--- src/rtl/uart_rx.sv ---
// 8N1 UART receiver: two-flop synchroniser, start-edge detect, mid-bit sampling, one-cycle done_rx strobe.
// Optional `UART_RX_MAJORITY_EN: 2-of-3 majority vote over three consecutive samples at every sample point.
module uart_rx #(
  parameter int unsigned clk_freq  = 50000000,
  parameter int unsigned baud_rate = 19200
) (
  input  logic       clk,
  input  logic       rst,
  input  logic       rx,
  output logic [7:0] rx_data,
  output logic       done_rx,
  output logic       rx_active,
  output logic       frame_err
);

  localparam int unsigned clock_divide = clk_freq / baud_rate;
  localparam int unsigned half_divide  = clock_divide / 2;
  localparam int unsigned cnt_w        = 12;
  localparam logic [cnt_w-1:0] full_last = cnt_w'(clock_divide - 1);
  localparam logic [cnt_w-1:0] half_last = cnt_w'(half_divide - 1);

  typedef enum logic [2:0] {
    IDLE  = 3'd0,
    START = 3'd1,
    DATA  = 3'd2,
    STOP  = 3'd3,
    DONE  = 3'd4
  } state_t;

  state_t           state, state_nxt;
  logic [cnt_w-1:0] cnt, cnt_nxt;
  logic [2:0]       idx, idx_nxt;
  logic [7:0]       shift, shift_nxt;
  logic [7:0]       data_nxt;
  logic             done_nxt, ferr_nxt, active_nxt;

  logic rx_meta, rx_s, rx_prev;
  logic fall_c;
  logic [cnt_w-1:0] last_c;
  logic bit_c;

  // Synchroniser and edge history; idle line is high
  always_ff @(posedge clk) begin
    if (rst) begin
      rx_meta <= 1'b1;
      rx_s    <= 1'b1;
      rx_prev <= 1'b1;
    end else begin
      rx_meta <= rx;
      rx_s    <= rx_meta;
      rx_prev <= rx_s;
    end
  end

  assign fall_c = rx_prev & ~rx_s;
  assign last_c = (state == START) ? half_last : full_last;

`ifdef UART_RX_MAJORITY_EN
  logic maj_a, maj_b;

  // First two votes are captured on the two cycles before the sample point
  always_ff @(posedge clk) begin
    if (rst) begin
      maj_a <= 1'b1;
      maj_b <= 1'b1;
    end else begin
      if (cnt == last_c - cnt_w'(2)) maj_a <= rx_s;
      if (cnt == last_c - cnt_w'(1)) maj_b <= rx_s;
    end
  end

  assign bit_c = (maj_a & maj_b) | (maj_a & rx_s) | (maj_b & rx_s);
`else
  assign bit_c = rx_s;
`endif

  always_ff @(posedge clk) begin
    if (rst) begin
      state     <= IDLE;
      cnt       <= '0;
      idx       <= '0;
      shift     <= '0;
      rx_data   <= '0;
      done_rx   <= 1'b0;
      frame_err <= 1'b0;
      rx_active <= 1'b0;
    end else begin
      state     <= state_nxt;
      cnt       <= cnt_nxt;
      idx       <= idx_nxt;
      shift     <= shift_nxt;
      rx_data   <= data_nxt;
      done_rx   <= done_nxt;
      frame_err <= ferr_nxt;
      rx_active <= active_nxt;
    end
  end

  // Next-state and registered-output logic
  always_comb begin
    state_nxt = state;
    cnt_nxt   = cnt;
    idx_nxt   = idx;
    shift_nxt = shift;
    data_nxt  = rx_data;
    done_nxt  = 1'b0;
    ferr_nxt  = 1'b0;

    unique case (state)
      IDLE: begin
        cnt_nxt = '0;
        idx_nxt = '0;
        if (fall_c) state_nxt = START;
      end
      START: begin
        if (cnt == half_last) begin
          cnt_nxt   = '0;
          state_nxt = bit_c ? IDLE : DATA;
        end else begin
          cnt_nxt = cnt + cnt_w'(1);
        end
      end
      DATA: begin
        if (cnt == full_last) begin
          cnt_nxt        = '0;
          shift_nxt[idx] = bit_c;
          if (idx == 3'd7) begin
            idx_nxt   = '0;
            state_nxt = STOP;
          end else begin
            idx_nxt = idx + 3'd1;
          end
        end else begin
          cnt_nxt = cnt + cnt_w'(1);
        end
      end
      STOP: begin
        if (cnt == full_last) begin
          cnt_nxt = '0;
          if (bit_c) begin
            state_nxt = DONE;
            data_nxt  = shift;
          end else begin
            ferr_nxt  = 1'b1;
            state_nxt = IDLE;
          end
        end else begin
          cnt_nxt = cnt + cnt_w'(1);
        end
      end
      DONE: begin
        done_nxt  = 1'b1;
        state_nxt = IDLE;
      end
      default: state_nxt = IDLE;
    endcase

    active_nxt = (state_nxt == DATA);
  end

endmodule

--- config.mk ---
export PLATFORM = sky130hd
export DESIGN_NAME = uart_rx
export DESIGN_NICKNAME = d
export VERILOG_FILES = /design/src/rtl/uart_rx.sv
export SDC_FILE = /design/constraint.sdc
export NUM_CORES = 1
export LEC_CHECK = 0
export CORE_ASPECT_RATIO = 1.25
export CORE_MARGIN = 3
export CORE_UTILIZATION = 58
export DETAILED_ROUTE_END_ITERATION = 10
export PLACE_DENSITY = 0.84
export SLEW_MARGIN = 30
export SYNTH_ARGS = -nofsm -noshare
export SYNTH_HDL_FRONTEND = slang
export SYNTH_SLANG_ARGS = --single-unit
--- constraint.sdc ---
create_clock -name clk -period 1.9 [get_ports clk]
set_input_delay 0.38 -clock clk [delete_from_list [all_inputs] [get_ports clk]]
set_output_delay 0.38 -clock clk [all_outputs]
set_load 0.05 [all_outputs]
After elaboration in Yosys (flattened, before gate mapping)
Index checks and enable logic that the tools add are counted.
Widths: inputs -> output; s select.

word-level totals
  bits in registers = 40
  logic and storage cells = 56

operators by class
  add/subtract/negate cells = 2
  magnitude comparators = 2
  equal/unequal tests = 9
  multiplexer cells = 19
  bitwise gates (word level) = 4
  reductions and logical operators = 9

operators with widths
  operator               number
  $pmux 12 s3            1
  $mux 12                2
  $mux 3                 8
  $add 12x1->12 const B  1
  $eq 12x11->1 const B   1
  $eq 12x12->1 const B   1
  $pmux 3 s4             1
  $eq 3x2->1 const B     3
  $bwmux 8               1
  $eq 3x3->1 const B     2
  $pmux 3 s2             1
  $lt 3x4->1 const B     1
  $reduce_and 2->1       2
  $add 3x1->3 const B    1
  $demux 1 s3            1
  $eq 3x1->1 const B     1
  $ge 3x1->1 const B     1
  $logic_not 3->1        1
  $mux 1                 3
  $not 1->1              3
  $reduce_and 3->1       1
  $reduce_bool 3->1      1
  $reduce_or 3->1        1
  $mux 2                 1
  5 further kinds        5

Longest topological paths before layout
Gate-level depths: netlist of run 1.

  depth in word-level cells = 5
  gate-level depth with buffers = 6
  gate-level depth less buffers = 6

Least setup slack after synthesis of run 1
OpenSTA, ideal clock, no wires.

  kind = reg-to-reg
  start = register cnt[0]
  end = register shift[2]
  setup time = 0.072 ns
  data arrival time = 1.666 ns
  path slack = 0.162 ns
  stages on the path, launching flop included = 7
  buffers on the path = 1
  cell sequence = dfxtp_1 > ha_1 > nand4bb_2 > nor4_4 > buf_6 > and4bb_1 > mux2i_1

on the way
  word-level cells in the longest chain between the ends = 2

ends and longest elaborated chain
  element                     RTL line  RTL
  start: declaration          31        logic [cnt_w-1:0] cnt, cnt_nxt;
  start signal: assignment    89        cnt <= cnt_nxt;
  $eq 12x12->1                124       if (cnt == full_last) begin
  $reduce_and 2->1 (no line)  -
  end signal: assignment      91        shift <= shift_nxt;
  end: declaration            33        logic [7:0] shift, shift_nxt;

No other way between the ends.
A chain may end at the register's enable or synchronous reset.

Final worst setup path of run 1
  start = register rx_data[1]
  end = output rx_data[1]

RTL lines
  element                   RTL line  RTL
  start: declaration        10        output logic [7:0] rx_data,
  start signal: assignment  92        rx_data <= data_nxt;

No word-level cell between the ends.

==> run summary, run 1 <==
crit path cell chain = clkdlybuf4s50_1
DRT iter0 DRCs = 38
sequential area share after synthesis = 40.3%
Post-synth EDFFs = 0
maximum VDD drop = 0.565 mV
hold_buf cts = 0
Die Y-Extent = 71.5 um
Ys Warns = 0
Mapped Cells = 209
IO Pins = 14
Mapped Area = 1990 sq um
worst slew pin tran = 0.499 ns
total number of vias = 1605
Clk Tree Root Cell = clkbuf_8
IO buf count = 13
WP depth = 1
drt pass-1 iters = 4
period utilization = 95.7%
Final Hold Slack = 0.421 ns
Final Hold Fails = 0
dominant synthesized flop cell = dfxtp_1
R2R setup slack = 0.12 ns
CTS buffer count = 5
CTS resizes = 0
Worst Path Required = 1.52 ns
worst slew margin relative to its limit = 66.6%
Antenna Cells = 0
area grow syn2layout = 16.1%
CTS sink cnt = 40
LEAKAGE = 0.000921 uW
crit-path max cell delay = 0.80 ns
Synth area leader = dfxtp_1
std cell rows = 23
Synth Net Count = 216
# Post-CTS Setup Buffers = 0
commonest non-fill, non-tap cell in the layout = dfxtp_1
overall power = 1600 uW
initial antenna violation count = 0
Hold Crit Class = reg2reg
critical path capture point type = output pin
critical path type = reg2out
largest cells by area after synthesis = dfxtp_1, mux2i_1, nand2_1
Die ar. = 4170 sq um
H-tree Lvls = 2
vias in the first global route = 1503
grt ovf = 0
FMAX = 0.550 GHz
layout cell share with drive strength beyond 1 = 18.1%
Worst R2R Path Depth = 6
CTS Buffer Depth = 2
largest net degree at the start of global routing = 15
DP HPWL = 2950 um
first-pass GRT wire length = 6880 um
via/cell ratio = 5.97
Max Clock Skew = 0.00843 ns
Buf/Inv on CP = 1
Layout Nets = 238
Initial Utilization = 61.1%
FFs w/ async S/R, synth = 0%
GP Congestion = 0.862
Largest delay share family, worst path = buffers and inverters
type of origin of the critical path = flip-flop
drt wl/cell = 15.6 um
Yosys top cell area share = 40.3%
slowest CP cell = clkdlybuf4s50_1
Fin Setup TNS = 0 ns
Synth Register Bits = 40
minimum clock period = 1.82 ns
Synth cell types = 46
Pins Over Slew Limit = 0
RSZ-0062 raised after global routing = no
Post-route DRC = 0
Clock transition at path regs = 0.08 ns
status = finished, final reports clean
Tot GR Track Use = 21.5%
Final ANT Viol Nets = 0
clk_lat worst skew = 0.30 ns
Syn Area/Cell = 9.51 sq um
MaxCap Viol Count = 0
most frequent cells in the layout = dfxtp_1, nand2_1, nor2_1
total wire length = 4190 um
Power Density = 693 nW/um^2
Critical Path AT = 1.44 ns
core area = 3250 sq um
CP max FO = 2
hold path cells = 1
final setup fails = 0
clock tree from TritonCTS = yes
Die Span X = 58.4 um
==> layout make-up <==
cell class | instances | area [sq um]
multi-input combinational | 154 | 1110
clock buffer | 5 | 68.8
clock inverter | 3 | 42.5
tap | 37 | 46.3
sequential | 40 | 801
timing repair buffer | 26 | 228
fill | 264 | 943
inverter | 4 | 15.0
==> cell usage after synthesis, drive strengths merged (2+ instances only) <==
cell,count
dfxtp,40
nand2,24
nor2,18
mux2i,16
a21oi,12
clkbuf,7
and4bb,6
nor4,6
o21ai,6
o22ai,6
o31a,6
nand4b,5
nor3,5
or2,5
buf,4
ha,4
inv,4
nand3,4
nand4,4
nor2b,3
nor4b,3
xnor2,3
nand2b,2
or3,2
or3b,2
==> metal layers <==
layer  wire, um  vias to the layer above  track usage (%)
li1           -                      805                -
met1       1780                      760             24.3
met2       2180                       32             37.1
met3        121                        8             4.32
met4        110                        0             11.3
met5          0                        -                0
==> per-stage QoR <==
stage               instances  worst slack [ns]  util, %  area, sq um
global placement          261             0.187     67.6         2200
global route              269            0.0205     71.0         2310
detailed placement        261             0.144     67.6         2200
CTS                       269            0.0673     71.0         2310
finish                    269            0.0822     71.0         2310
floorplan                 209             0.162        -         1990
==> where the power goes <==
part           switching, uW  leakage [uW]  internal, uW
logic                   31.8      0.000544          23.9
clock network            308     0.0000541           389
registers               6.28      0.000323           843
==> path summary, 6_finish.rpt <==
check / endpoint / startpoint
min: bit_c / rx_meta
min reg2reg: bit_c / rx_meta
max reg2reg: shift[1] / cnt[1]
max: rx_data[1] / rx_data[1]
==> state kept, by name, summed over array words and instances (netlist names) <==
register	flops
rx_active	1
state	3
shift	8
rx_prev	1
cnt	12
rx_meta	1
idx	3
bit_c	1
rx_data	8
frame_err	1
done_rx	1
==> cells by family (layout without fill, tap and decap cells) <==
family                     Yosys count  in the layout  share of synthesized area, %
muxes                               16             16                          8.06
and+or+nand+nor                     95             95                          30.8
AOI/OAI and AO/OA                   35             35                          12.5
buffers and inverters               15             38                          4.03
DFF                                 40             40                          40.3
adders and majority gates            4              4                          2.52
xor gates and xnor gates             4              4                          1.76
Power figures use the tool's default switching activity.
==> inputs of run 2 (changes only) <==
- CORE_MARGIN: 3 -> 2
- SETUP_SLACK_MARGIN: unset -> 0.05
==> run 2 against run 1 <==
  * Die area fell by 6.1%
  * Sequential power hardly changed
  * Critical endpoint is now rx_data[6]
  * Combinational power up 5.9%
  * Global-route usage increased by 1.4 points
  * Core utilization is 1.2 points higher
  * Fmax up 0.50%
  * Non-clock buffer count rose by 1
  * Clock skew decreased by 0.0057 ns
  * Wire length is 5.7% lower
  * Critical path depth unchanged
  * Count of clock-buffer cells in the layout stayed put
  * Power is 1.0% lower
==> run summary, run 2 (synthesis results as in run 1) <==
Power Density = 675 nW/um^2 (-2.7%)
commonest non-fill, non-tap cell in the layout = dfxtp_1
DP HPWL = 2850 um (-3.4%)
Clk Tree Root Cell = clkbuf_8
critical path capture point type = output pin
overall power = 1580 uW (-1.0%)
Hold Crit Class = reg2reg
Worst R2R Path Depth = 4 (-2)
critical path type = reg2out
worst slew margin relative to its limit = 65.8% (-0.84 points)
layout cell share with drive strength beyond 1 = 19.3% (+1.2 points)
R2R setup slack = 0.18 ns (+0.06 ns)
Die ar. = 3920 sq um (-6.1%)
Layout Nets = 239 (+0.42%)
minimum clock period = 1.81 ns (-0.00897 ns)
IO buf count = 13 (unchanged)
CTS buffer count = 5 (unchanged)
Final Hold Fails = 0 (unchanged)
reg2reg start = state[0]
Largest register FFs = 12 (unchanged)
clk_lat worst skew = 0.29 ns (about the same)
period utilization = 95.2% (-0.47 points)
top flop regs = cnt: 12 flops, rx_data: 8 flops, shift: 8 flops
# Post-CTS Setup Buffers = 0 (unchanged)
hold path cells = 1 (unchanged)
HP Start = rx_meta
clock tree from TritonCTS = yes
final setup fails = 0 (unchanged)
drt pass-1 iters = 4 (unchanged)
Max Clock Skew = 0.00272 ns (-0.00571 ns)
Final ANT Viol Nets = 0 (unchanged)
grt ovf = 0 (unchanged)
Clock transition at path regs = 0.08 ns (about the same)
first-pass GRT wire length = 7190 um (+4.5%)
initial antenna violation count = 0 (unchanged)
Die Span X = 56.4 um (-3.4%)
core area = 3250 sq um (unchanged)
Die Y-Extent = 69.5 um (-2.8%)
Initial Utilization = 61.1% (unchanged)
LEAKAGE = 0.000963 uW (+4.5%)
status = finished, final reports clean
Most flops, register = cnt
RSZ-0062 raised after global routing = no
MaxCap Viol Count = 0 (unchanged)
total number of vias = 1574 (-1.9%)
hold_buf cts = 0 (unchanged)
hold-critical path endpoint = bit_c
area grow syn2layout = 18.1%
CTS Buffer Depth = 2 (unchanged)
maximum VDD drop = 0.674 mV (+19%)
Antenna Cells = 0 (unchanged)
CP max FO = 2 (unchanged)
slowest CP cell = clkdlybuf4s50_1
crit path cell chain = clkdlybuf4s50_1
Worst Path Required = 1.52 ns (about the same)
H-tree Lvls = 2 (unchanged)
vias in the first global route = 1555 (+3.5%)
total wire length = 3950 um (-5.7%)
worst slew pin tran = 0.512 ns (+0.0134 ns)
largest net degree at the start of global routing = 14 (-1)
FMAX = 0.553 GHz (+0.50%)
drt wl/cell = 14.6 um (-6.1%)
Worst R2R End = rx_active
std cell rows = 23 (unchanged)
Final Hold Slack = 0.416 ns (-0.00494 ns)
Fin Setup TNS = 0 ns (unchanged)
DRT iter0 DRCs = 55 (+45%)
Tot GR Track Use = 22.8% (+1.4 points)
GP Congestion = 0.880 (+2.0%)
Post-route DRC = 0 (unchanged)
CTS sink cnt = 40 (unchanged)
most frequent cells in the layout = dfxtp_1, nand2_1, nor2_1
Critical Path AT = 1.43 ns (about the same)
IO Pins = 14 (unchanged)
Pins Over Slew Limit = 0 (unchanged)
Largest delay share family, worst path = buffers and inverters
crit-path max cell delay = 0.80 ns (about the same)
Buf/Inv on CP = 1 (unchanged)
via/cell ratio = 5.83 (-2.3%)
type of origin of the critical path = flip-flop
## run 2: cell types whose count changed in the layout (fill, tap and decap cells not counted), sizes merged
cell | previous run | this run
buf | 13 | 14
clkdlybuf4s50 | 13 | 11
dlymetal6s2s | 0 | 2
## run 2: layout make-up
class / count / area (sq um)
tap: 37 / 46.3
sequential: 40 / 802
clock inverter: 3 / 42.5
multi-input combinational: 154 / 1130
timing repair buffer: 27 / 244
clock buffer: 5 / 68.8
fill: 269 / 903
inverter: 4 / 15.0
## run 2: power by group
group	total [uW]	switching, uW	internal (uW)
registers	848	5.49	843
logic	59.1	32.7	26.3
clock network	677	288	388
## run 2: worst max-delay path by stage
stage	from	endpoint	slack [ns]	cells past startpoint
after detailed placement	cnt[1]	shift[1]	0.08	6
after CTS	rx_data[1]	rx_data[1]	0.06	1
after global placement	cnt[1]	shift[1]	0.15	6
after global routing	rx_data[3]	rx_data[3]	0.06	1
final	rx_data[6]	rx_data[6]	0.09	1
after floorplan	cnt[0]	shift[2]	0.16	6
## run 2: layer usage
metal | vias to the layer above | share of wire, % | GRT usage [%]
li1 | 805 | - | -
met1 | 742 | 43 | 26.9
met2 | 20 | 52 | 39.9
met3 | 7 | 3.0 | 5.60
met4 | 0 | 1.4 | 7.94
met5 | - | 0 | 0
## run 2: timing repair
item,CTS,global route
endpoints found under the setup margin,2,10
resized for setup,1,6
cloned,0,0
## run 2: metrics by stage
step | utilization [%] | setup WS, ns | instances | area (sq um)
2_1_floorplan | - | 0.162 | 209 | 1990
3_3_place_gp | 67.8 | 0.148 | 262 | 2200
3_5_place_dp | 67.8 | 0.0824 | 262 | 2200
4_1_cts | 71.3 | 0.0559 | 270 | 2320
5_1_grt | 72.2 | 0.0586 | 270 | 2350
6_report | 72.2 | 0.0912 | 270 | 2350
